--- src/rtl/rf_pkg.sv ---
// Shared register-file definitions: geometry constants, the write record
// carried through the write queue, and the arbiter grant encoding.
package rf_pkg;
  localparam int RF_DATA_W   = 24;
  localparam int RF_ADDR_W   = 4;
  localparam int RF_NUM_REGS = 12;

  typedef struct packed {
    logic [RF_ADDR_W-1:0] rd;
    logic [RF_DATA_W-1:0] data;
  } rf_wr_t;

  typedef enum logic {
    GRANT_ALU = 1'b0,
    GRANT_MEM = 1'b1
  } grant_e;
endpackage

--- src/rtl/rf_wq_fifo.sv ---
// In-order circular write queue. Every slot and its valid bit are exposed
// so the parent can scan in-flight writes without popping them.
import rf_pkg::*;

module rf_wq_fifo #(
  parameter int DEPTH = 4,
  localparam int PTR_W = $clog2(DEPTH),
  localparam int CNT_W = PTR_W + 1
) (
  input  logic                   clk,
  input  logic                   rst,
  input  logic                   push,
  input  rf_wr_t                 push_data,
  input  logic                   pop,
  output rf_wr_t                 pop_data,
  output logic                   full,
  output logic                   empty,
  output logic [CNT_W-1:0]       count,
  output rf_wr_t [DEPTH-1:0]     entries,
  output logic   [DEPTH-1:0]     valid,
  output logic   [PTR_W-1:0]     head
);
  rf_wr_t [DEPTH-1:0] mem;
  logic   [PTR_W-1:0] tail;
  logic               push_ok, pop_ok;

  assign full     = (count == CNT_W'(DEPTH));
  assign empty    = (count == '0);
  assign push_ok  = push & ~full;
  assign pop_ok   = pop & ~empty;
  assign pop_data = mem[head];
  assign entries  = mem;

  // Pointers wrap naturally at DEPTH (power of two); valid bits track occupancy per slot.
  always_ff @(posedge clk) begin
    if (rst) begin
      head  <= '0;
      tail  <= '0;
      count <= '0;
      valid <= '0;
    end else begin
      if (push_ok) begin
        tail        <= tail + 1'b1;
        valid[tail] <= 1'b1;
      end
      if (pop_ok) begin
        head        <= head + 1'b1;
        valid[head] <= 1'b0;
      end
      count <= count + CNT_W'(push_ok) - CNT_W'(pop_ok);
    end
  end

  // Payload storage needs no reset; the valid bits qualify it.
  always_ff @(posedge clk) begin
    if (push_ok) mem[tail] <= push_data;
  end
endmodule

--- src/rtl/rf_write_sequencer.sv ---
// Register-file write front end: round-robin ALU/load arbitration into an
// in-order queue, one registered write per cycle, pending-register mask.
// Optional forwarding lookup is built when RF_WSEQ_FWD_EN is defined.
import rf_pkg::*;

module rf_write_sequencer #(
  parameter int DATA_W   = RF_DATA_W,
  parameter int ADDR_W   = RF_ADDR_W,
  parameter int NUM_REGS = RF_NUM_REGS,
  parameter int DEPTH    = 4
) (
  input  logic                clk,
  input  logic                rst,
  input  logic                alu_valid,
  output logic                alu_ready,
  input  logic [ADDR_W-1:0]   alu_rd,
  input  logic [DATA_W-1:0]   alu_data,
  input  logic                mem_valid,
  output logic                mem_ready,
  input  logic [ADDR_W-1:0]   mem_rd,
  input  logic [DATA_W-1:0]   mem_data,
  output logic                we3,
  output logic [ADDR_W-1:0]   ra3,
  output logic [DATA_W-1:0]   wd3,
  output logic [NUM_REGS-1:0] pending,
  output logic                err_addr,
  input  logic [ADDR_W-1:0]   fwd_addr,
  output logic                fwd_hit,
  output logic [DATA_W-1:0]   fwd_data
);
  localparam int PTR_W = $clog2(DEPTH);
  localparam int CNT_W = PTR_W + 1;

  grant_e             last_grant;
  logic               full, empty, contest, acc_alu, acc_mem, accept, legal, push;
  rf_wr_t             acc_wr, pop_wr;
  rf_wr_t [DEPTH-1:0] entries;
  logic   [DEPTH-1:0] ent_vld;
  logic   [PTR_W-1:0] head;
  logic   [CNT_W-1:0] count;

  // A full queue blocks both producers; a contest goes to whoever lost last.
  assign contest   = alu_valid & mem_valid & ~full;
  assign alu_ready = ~full & ~(alu_valid & mem_valid & (last_grant == GRANT_ALU));
  assign mem_ready = ~full & ~(alu_valid & mem_valid & (last_grant == GRANT_MEM));
  assign acc_alu   = alu_valid & alu_ready;
  assign acc_mem   = mem_valid & mem_ready;
  assign accept    = acc_alu | acc_mem;
  assign legal     = int'(acc_wr.rd) < NUM_REGS;
  assign push      = accept & legal;

  // Select the accepted producer's record (grants are mutually exclusive).
  always_comb begin
    acc_wr.rd   = alu_rd;
    acc_wr.data = alu_data;
    if (acc_mem) begin
      acc_wr.rd   = mem_rd;
      acc_wr.data = mem_data;
    end
  end

  rf_wq_fifo #(.DEPTH(DEPTH)) u_fifo (
    .clk       (clk),
    .rst       (rst),
    .push      (push),
    .push_data (acc_wr),
    .pop       (~empty),
    .pop_data  (pop_wr),
    .full      (full),
    .empty     (empty),
    .count     (count),
    .entries   (entries),
    .valid     (ent_vld),
    .head      (head)
  );

  a_count_bound: assert property (@(posedge clk) disable iff (rst) count <= CNT_W'(DEPTH));

  // Output stage drains the head every non-empty cycle; also tracks arbiter and error state.
  always_ff @(posedge clk) begin
    if (rst) begin
      we3        <= 1'b0;
      ra3        <= '0;
      wd3        <= '0;
      err_addr   <= 1'b0;
      last_grant <= GRANT_ALU;
    end else begin
      we3 <= ~empty;
      if (!empty) begin
        ra3 <= pop_wr.rd;
        wd3 <= pop_wr.data;
      end
      if (accept && !legal) err_addr <= 1'b1;
      if (contest) last_grant <= acc_mem ? GRANT_MEM : GRANT_ALU;
    end
  end

  // Pending mask: OR of every queued destination plus the write being driven now.
  always_comb begin
    for (int r = 0; r < NUM_REGS; r++) begin
      pending[r] = we3 && (int'(ra3) == r);
      for (int i = 0; i < DEPTH; i++) begin
        if (ent_vld[i] && (int'(entries[i].rd) == r)) pending[r] = 1'b1;
      end
    end
  end

`ifdef RF_WSEQ_FWD_EN
  logic [PTR_W-1:0] idx;

  // Scan oldest to youngest so the youngest match overrides; output stage is oldest.
  always_comb begin
    fwd_hit  = 1'b0;
    fwd_data = '0;
    idx      = '0;
    if (we3 && ra3 == fwd_addr) begin
      fwd_hit  = 1'b1;
      fwd_data = wd3;
    end
    for (int k = 0; k < DEPTH; k++) begin
      idx = head + PTR_W'(k);
      if (ent_vld[idx] && entries[idx].rd == fwd_addr) begin
        fwd_hit  = 1'b1;
        fwd_data = entries[idx].data;
      end
    end
  end
`else
  logic fwd_unused;
  assign fwd_hit    = 1'b0;
  assign fwd_data   = '0;
  assign fwd_unused = ^{fwd_addr, head};
`endif
endmodule

--- config.mk ---
export PLATFORM = sky130hd
export DESIGN_NAME = rf_write_sequencer
export DESIGN_NICKNAME = d
export VERILOG_FILES = /design/src/rtl/rf_pkg.sv /design/src/rtl/rf_wq_fifo.sv /design/src/rtl/rf_write_sequencer.sv
export SDC_FILE = /design/constraint.sdc
export NUM_CORES = 1
export LEC_CHECK = 0
export CELL_PAD_IN_SITES_DETAIL_PLACEMENT = 0
export CELL_PAD_IN_SITES_GLOBAL_PLACEMENT = 2
export CORE_MARGIN = 2
export CORE_UTILIZATION = 36
export DETAILED_ROUTE_END_ITERATION = 12
export GPL_ROUTABILITY_DRIVEN = 0
export PLACE_DENSITY_LB_ADDON = 0.1
export SYNTH_ARGS = -nofsm -noshare
export SYNTH_HDL_FRONTEND = slang
export SYNTH_HIERARCHICAL = 1
export SYNTH_SLANG_ARGS = --single-unit
--- constraint.sdc ---
create_clock -name clk -period 4.4 [get_ports clk]
set_input_delay 1.32 -clock clk [delete_from_list [all_inputs] [get_ports clk]]
set_output_delay 1.32 -clock clk [all_outputs]
set_load 0.02 [all_outputs]
# [After elaboration in Yosys (flattened, before gate mapping)]
# Cells that the tools add are included.
# W data, S select, Z words.
[totals] elab_cells=233 in_bits=64 regBits=154
[classes] addsub=4 bitwise_logic=19 reduce_logical=70 eq_ne=56 n_mux=62 n_lt_le_gt_ge=5
[op_table] op="$eq A4 B4 Y1 const B" n=40
[op_table] op="$bwmux W112" n=1
[op_table] op="$mux W28" n=3
[op_table] op="$logic_and A1 B1 Y1" n=63
[op_table] op="$bmux W28 S2" n=1
[op_table] op="$demux W28 S2" n=1
[op_table] op="$mux W1" n=51
[op_table] op="$eq A4 B3 Y1 const B" n=10
[op_table] op="$eq A4 B2 Y1 const B" n=5
[op_table] op="$logic_not A4 Y1" n=5
[op_table] op="$mux W4" n=3
[op_table] op="$and A1 B1 Y1" n=10
[op_table] op="$lt A2 B3 Y1 const B" n=2
[op_table] op="$not A1 Y1" n=5
[op_table] op="$add A2 B1 Y2 const B" n=2
[op_table] op="$and A4 B4 Y4" n=1
[op_table] op="$demux W1 S2" n=2
[op_table] op="$ge A2 B1 Y1 const B" n=2
[op_table] op="$lt A4 B4 Y1 const B" n=1
[op_table] op="$not A4 Y4" n=1
[op_table] op="$or A4 B4 Y4" n=1
[op_table] op="$add A3 B1 Y3" n=1
[op_table] op="$eq A3 B3 Y1 const B" n=1
[op_table] op="$logic_not A3 Y1" n=1
[op_table] op="other kinds (3)" n=3

# [Logic depth before layout (Yosys ltp)]
# Gate-level depths: netlist (run 1).
[depth] word_depth=13 depth_mapped=15 depth_no_buf=15

# [Cells and area by module]
# Netlist (run 1), hierarchy kept.
[modules_own_cells] module="rf_wq_fifo" cells_each=209 area_each_um2=4638.2 n_inst=1
[modules_own_cells] module="rf_write_sequencer" cells_each=277 area_each_um2=2376.0 n_inst=1

# [Worst setup path before layout (run 1)]
# No wires, ideal clock.
[synth_timing] kind="input -> register" from="in mem_valid" to="reg u_fifo.count[2]" path_buffers=0 arrival_time_ns=3.484 setup_ns=0.078 slack_ns=0.838 cell_stages=14 cell_sequence="inv_2 > a211oi_2 > mux2_2 > nor2b_1 > and2_4 > inv_1 > ha_1 > inv_1 > ha_1 > inv_1 > fa_1 > xor2_1 > and2_1 > nor3_1"
[synth_via] elab_chain_cells=11 elab_cells_between_ends=16 classes_between="2 x add/sub; 1 x order compare; 1 x mux; 12 x bitwise"
[synth_lines] element="start, declared" line_no="rf_write_sequencer.sv:18" text="input logic mem_valid,"
[synth_lines] element="$and A1 B1 Y1" line_no="rf_write_sequencer.sv:44, rf_write_sequencer.sv:45"
[synth_lines] element="$and A1 B1 Y1" line_no="rf_write_sequencer.sv:45" text="assign mem_ready = ~full & ~(alu_valid & mem_valid & (last_grant == GRANT_MEM));"
[synth_lines] element="$not A1 Y1" line_no="rf_write_sequencer.sv:45"
[synth_lines] element="$and A1 B1 Y1" line_no="rf_write_sequencer.sv:45"
[synth_lines] element="$and A1 B1 Y1" line_no="rf_write_sequencer.sv:47" text="assign acc_mem = mem_valid & mem_ready;"
[synth_lines] element="$mux W28" line_no="rf_write_sequencer.sv:56" text="if (acc_mem) begin"
[synth_lines] element="$lt A4 B4 Y1" line_no="rf_write_sequencer.sv:49" text="assign legal = int'(acc_wr.rd) < NUM_REGS;"
[synth_lines] element="$and A1 B1 Y1 *" line_no="rf_write_sequencer.sv:50" text="assign push = accept & legal;"
[synth_lines] element="named net push" line_no="rf_write_sequencer.sv:35" text="logic full, empty, contest, acc_alu, acc_mem, accept, legal, push;"
[synth_lines] element="$and A1 B1 Y1 *" line_no="rf_wq_fifo.sv:29" text="assign push_ok = push & ~full;"
[synth_lines] element="$add A3 B1 Y3 *" line_no="rf_wq_fifo.sv:50" text="count <= count + CNT_W'(push_ok) - CNT_W'(pop_ok);"
[synth_lines] element="$sub A3 B1 Y3 *" line_no="rf_wq_fifo.sv:50"
[synth_lines] element="end signal, assigned" line_no="rf_wq_fifo.sv:50"
[synth_lines] element="end, declared" line_no="rf_wq_fifo.sv:18" text="output logic [CNT_W-1:0] count,"
# The timed path passes the listed nets; every way through them passes the cells marked *.
# A chain may end at the register's enable or synchronous reset.

# [Final worst setup path (run 1)]
[layout_timing] from="in alu_valid" to="out alu_ready"
[layout_via] elab_chain_cells=4
[layout_lines] element="start, declared" line_no="rf_write_sequencer.sv:14" text="input logic alu_valid,"
[layout_lines] element="$and A1 B1 Y1 (2 in series)" line_no="rf_write_sequencer.sv:44" text="assign alu_ready = ~full & ~(alu_valid & mem_valid & (last_grant == GRANT_ALU));"
[layout_lines] element="$not A1 Y1" line_no="rf_write_sequencer.sv:44"
[layout_lines] element="$and A1 B1 Y1" line_no="rf_write_sequencer.sv:44"
[layout_lines] element="end, declared" line_no="rf_write_sequencer.sv:15" text="output logic alu_ready,"
# Every way passes these cells.

==> results.sh, run 1 <==
export IMPL_syn_area_mm2=0.007014
export IMPL_finalClockSkew_ns=0.01270
export IMPL_antenna_found_initial=0
export IMPL_outcome="finished clean"
export IMPL_cts_tree="yes"
export IMPL_htree_levels=4
export IMPL_drt_initial_drc_count=218
export IMPL_power_leakage_nw=3.165
export IMPL_yosysSeqAreaShare=0.5994
export IMPL_slew_headroom=0.3423
export IMPL_dp_cells=835
export IMPL_track_usage=0.1470
export IMPL_insertedDiodeCount=0
export IMPL_place_area_mm2=0.008187
export IMPL_crit_chain="clkdlybuf4s50_1 > nand2_1 > nor2_1 > nor2_1 > clkdlybuf4s50_1"
export IMPL_drv_slew=0
export IMPL_max_vdd_ir_drop_mv=0.4232
export IMPL_start_util=0.3640
export IMPL_grt_pass1_vias=4064
export IMPL_drc_errors=0
export IMPL_finalSetupTns_ns=0
export IMPL_cpPeakStageDelay_ns=0.60
export IMPL_synth_seq_cells=154
export IMPL_final_common_cell="edfxtp_1"
export IMPL_report_final_hold_viol_count=0
export IMPL_syn_inst=486
export IMPL_postRouteAntennaNets=0
export IMPL_period_share=0.9126
export IMPL_yosysWarnings=6
export IMPL_rsz0062_at_grt="no"
export IMPL_fmax_mhz=249.1
export IMPL_worst_pin_slew_ns=0.9865
export IMPL_synth_area_top_cells="edfxtp_1, dfxtp_1, mux4_2, mux2_4, mux2i_1"
export IMPL_instances_no_fill=867
export IMPL_cts_resized=0
export IMPL_layout_common_cells="edfxtp_1, clkdlybuf4s50_1, nor2_1"
export IMPL_hold_buffers=0
export IMPL_setup_viol=0
export IMPL_core_mm2=0.01927
export IMPL_clk_latency_ns=0.41
export IMPL_r2r_start="u_fifo/count[2]"
export IMPL_clk_pin_slew_ns=0.06
export IMPL_reg2regPathDepth=15
export IMPL_min_path_cells=2
export IMPL_cap_violations=0
export IMPL_fillers=1738
export IMPL_synth_main_ff_cell="edfxtp_1"
export IMPL_power_mw=5.474
export IMPL_start_kind="input port"
export IMPL_root_buffer="clkbuf_16"
export IMPL_timing_worst_setup_path_type="in2out"
export IMPL_ios=133
export IMPL_row_count=51
export IMPL_cts_sinks=154
export IMPL_wl_um=14460
export IMPL_synth_edf_count=112
export IMPL_port_buffers=103
export IMPL_critPathSlowestCell="clkdlybuf4s50_1"
export IMPL_post_cts_setup_buffer_count=0
export IMPL_critPathCaptureType="output port"
export IMPL_drive_gt1_frac=0.1811
export IMPL_cp_arrival_ns=2.70
export IMPL_vias=4124
export IMPL_hold_class="reg2reg"
export IMPL_grt_pass1_wl_um=22440
export IMPL_dr_pass1_iters=4
export IMPL_async_reset_ff_frac=0
export IMPL_critical_path_required_ns=3.08
export IMPL_cp_max_fo=4
export IMPL_die_w_um=143.6
export IMPL_vias_per_cell=4.757
export IMPL_synth_avg_cell_area_um2=14.43
export IMPL_synth_top_area_cell="edfxtp_1"
export IMPL_startpoint="alu_valid"
export IMPL_post_route_min_period_ns=4.015
export IMPL_synth_top_cell_area_share=0.4795
export IMPL_grt_overflow_total=0
export IMPL_die_y_um=143.6
export IMPL_fin_nets=664
export IMPL_hp_start="err_addr"
export IMPL_fin_area_mm2=0.008792
export IMPL_grt_max_degree=46
export IMPL_numCtsBuffers=17
export IMPL_powerDensity_mw_per_mm2=622.5
export IMPL_die_area_mm2=0.02062
export IMPL_synth_distinct_cells=47
export IMPL_area_growth_syn_to_layout_pct=25.35
export IMPL_wire_per_inst_um=16.67
export IMPL_cts_buffer_depth=2
export IMPL_hpwl_um=9195
==> worst paths after layout <==
path | end | slack (ns)
worst min register to register | err_addr | 0.47
worst min-delay path | err_addr | 0.47
worst max register to register | u_fifo/count[2] | 1.29
worst max-delay path | alu_ready | 0.38
==> registers in the layout, summed over array words and instances, names as in the netlist <==
| name | flops |
|---|---|
| err_addr | 1 |
| last_grant | 1 |
| ra3 | 4 |
| u_fifo/count | 3 |
| u_fifo/entries | 112 |
| u_fifo/head | 2 |
| u_fifo/tail | 2 |
| u_fifo/valid | 4 |
| wd3 | 24 |
| we3 | 1 |
==> worst max-delay path: cells and delay by family <==
kind | cells | cell delay (ns)
buf+inv | 2 | 1.10
simple gates | 3 | 0.28
==> Yosys cell counts (all sizes together) (7+ instances only) <==
master	count
a21oi	9
buf	36
clkbuf	11
dfxtp	42
edfxtp	112
ha	10
inv	10
mux2	30
mux2i	29
mux4	28
nand2	15
nand2b	13
nand3	10
nor2	56
nor3	10
nor3b	7
==> cells by family after synthesis <==
logic type / Yosys count / share of synthesized area
AO/OA/AOI/OAI: 33 / 0.03175
XOR/XNOR: 2 / 0.002498
adder cells (fa/ha/maj): 11 / 0.02069
buffers and inverters: 57 / 0.05102
flip-flops: 154 / 0.5994
multiplexers: 87 / 0.1907
other: 1 / 0.0005346
AND/OR/NAND/NOR: 141 / 0.1035
==> layer usage <==
metal  share of wire  GRT usage
met5               0          0
met4           0.013    0.04799
met3           0.040    0.03132
met2            0.50     0.2459
met1            0.45     0.1912
==> cell type report <==
class / count / area, um^2 / area share
Clock inverter: 15 / 180.2 / 0.02049
Multi-Input combinational cell: 299 / 2555 / 0.2906
Tap cell: 265 / 331.6 / 0.03771
Timing Repair Buffer: 107 / 1056 / 0.1201
Inverter: 10 / 37.54 / 0.004269
Clock buffer: 17 / 425.4 / 0.04838
Sequential cell: 154 / 4207 / 0.4784
==> per-stage QoR <==
| step | setup slack [ns] | hold WS, ns | util |
|---|---|---|---|
| final | 0.3848 | 0.4709 | 0.4562 |
| after detailed placement | 0.1844 | 0.4627 | 0.4248 |
| after global placement | 0.2226 | 0.4580 | 0.4248 |
| after global routing | 0.2691 | 0.4934 | 0.4562 |
| after floorplan | 0.8378 | 0.4621 | - |
| after CTS | 0.3630 | 0.4807 | 0.4562 |
==> power by group <==
| part | switching (mW) | internal, mW | leakage (nW) |
|---|---|---|---|
| Clock | 0.613 | 0.860 | 0.296 |
| Sequential | 0.233 | 1.97 | 1.37 |
| Combinational | 0.902 | 0.899 | 1.50 |
| Total | 1.75 | 3.73 | 3.17 |
(Power assumes the default switching activity.)
==> run 2: changes to the inputs <==
Settings changed: CORE_ASPECT_RATIO from default to 1.2.
==> run 2 against run 1 <==
Sequential power up 2%. Utilization up 0.73 points. Via count down 0.34%. Sequential share of layout area down 0.061 points. Global-route usage down 0.22 points. Clock-buffer cell count up 5. Critical path depth unchanged. Clock power up 4%. Register-to-register slack about the same. Cell area up 0.13%. Power up 1.1%. Critical path type unchanged.
==> results.sh, run 2 (synthesis gave the netlist of run 1 again) <==
export IMPL_outcome="finished clean"
export IMPL_finalSetupTns_ns=0
export IMPL_port_buffers=103
export IMPL_layout_common_cells="edfxtp_1, clkdlybuf4s50_1, nor2_1"
export IMPL_period_share=0.9099
export IMPL_vias_per_cell=4.790
export IMPL_row_count=55
export IMPL_cts_tree="yes"
export IMPL_cts_resized=0
export IMPL_report_final_hold_viol_count=0
export IMPL_drt_initial_drc_count=117
export IMPL_instances_no_fill=858
export IMPL_fin_nets=664
export IMPL_vias=4110
export IMPL_cap_violations=0
export IMPL_powerDensity_mw_per_mm2=628.8
export IMPL_area_growth_syn_to_layout_pct=25.51
export IMPL_dp_cells=826
export IMPL_slew_headroom=0.3448
export IMPL_core_mm2=0.01899
export IMPL_cts_buffer_depth=2
export IMPL_worst_pin_slew_ns=0.9829
export IMPL_htree_levels=4
export IMPL_drive_gt1_frac=0.1744
export IMPL_hold_buffers=0
export IMPL_postRouteAntennaNets=0
export IMPL_power_leakage_nw=3.176
export IMPL_cts_sinks=154
export IMPL_largest_register_ffs=112
export IMPL_fmax_mhz=249.8
export IMPL_timing_worst_setup_path_type="in2out"
export IMPL_grt_max_degree=46
export IMPL_track_usage=0.1449
export IMPL_hold_class="reg2reg"
export IMPL_die_y_um=156.9
export IMPL_setup_viol=0
export IMPL_drv_slew=0
export IMPL_cp_max_fo=4
export IMPL_max_vdd_ir_drop_mv=0.2894
export IMPL_drc_errors=0
export IMPL_insertedDiodeCount=0
export IMPL_grt_pass1_wl_um=22790
export IMPL_rsz0062_at_grt="no"
export IMPL_clk_latency_ns=0.41
export IMPL_cp_arrival_ns=2.68
export IMPL_r2r_slack_ns=1.28
export IMPL_final_common_cell="edfxtp_1"
export IMPL_clk_pin_slew_ns=0.06
export IMPL_numCtsBuffers=17
export IMPL_antenna_found_initial=0
export IMPL_critical_path_required_ns=3.08
export IMPL_die_w_um=131.4
export IMPL_root_buffer="clkbuf_16"
export IMPL_grt_pass1_vias=4215
export IMPL_grt_overflow_total=0
export IMPL_post_cts_setup_buffer_count=0
export IMPL_finalClockSkew_ns=0.008803
export IMPL_hpwl_um=9282
export IMPL_ios=133
export IMPL_start_util=0.3693
export IMPL_die_area_mm2=0.02062
export IMPL_critPathCaptureType="output port"
export IMPL_start_kind="input port"
export IMPL_wire_per_inst_um=16.68
export IMPL_dr_pass1_iters=5
export IMPL_post_route_min_period_ns=4.003
export IMPL_wl_um=14310
-- run 2: final timing paths --
check | from | end | cells past startpoint
max | alu_valid | alu_ready | 5
min | err_addr | err_addr | 2
max reg2reg | u_fifo/count[2] | u_fifo/count[2] | 15
min reg2reg | err_addr | err_addr | 2
-- run 2: cell type report --
type | count | area, um^2
repair buffers | 107 | 1056
clock buffers | 22 | 464.2
clock inverters | 10 | 163.9
multi-input cells | 299 | 2555
inverters | 10 | 37.54
well taps | 256 | 320.3
flip-flops and latches | 154 | 4207
fillers | 1700 | 10190
-- run 2: critical path, cell delays in order --
cell             delay [ns]
clkdlybuf4s50_1        0.50
nand2_1                0.14
nor2_1                 0.05
nor2_1                 0.08
clkdlybuf4s50_1        0.61
-- run 2: per-layer routing --
metal  global-route usage  vias up  share of wire  routed length (um)
met5                    0        -              0                   0
met4              0.05176        0          0.016                 223
met3              0.03285       18          0.037                 528
met2               0.2635      105           0.53                7606
met1               0.1682     2023           0.42                5951
li1                     -     1964              -                   -
-- run 2: through the flow --
| stage | cell area, um^2 | hold WS, ns | worst slack [ns] | util | power [mW] |
|---|---|---|---|---|---|
| after CTS | 8803 | 0.4966 | 0.3889 | 0.4635 | 5.617 |
| after global placement | 8175 | 0.4534 | 0.2190 | 0.4304 | 4.044 |
| after detailed placement | 8175 | 0.4741 | 0.1759 | 0.4304 | 4.077 |
| final | 8803 | 0.4945 | 0.3966 | 0.4635 | 5.536 |
| after global routing | 8803 | 0.5245 | 0.3000 | 0.4635 | 5.827 |
| after floorplan | 7104 | 0.4621 | 0.8378 | - | 3.440 |
-- run 2: where the power goes --
part | internal [mW] | leakage (nW) | switching, mW
combinational | 0.898 | 1.50 | 0.857
sequential | 1.97 | 1.37 | 0.281
clock | 0.982 | 0.306 | 0.551
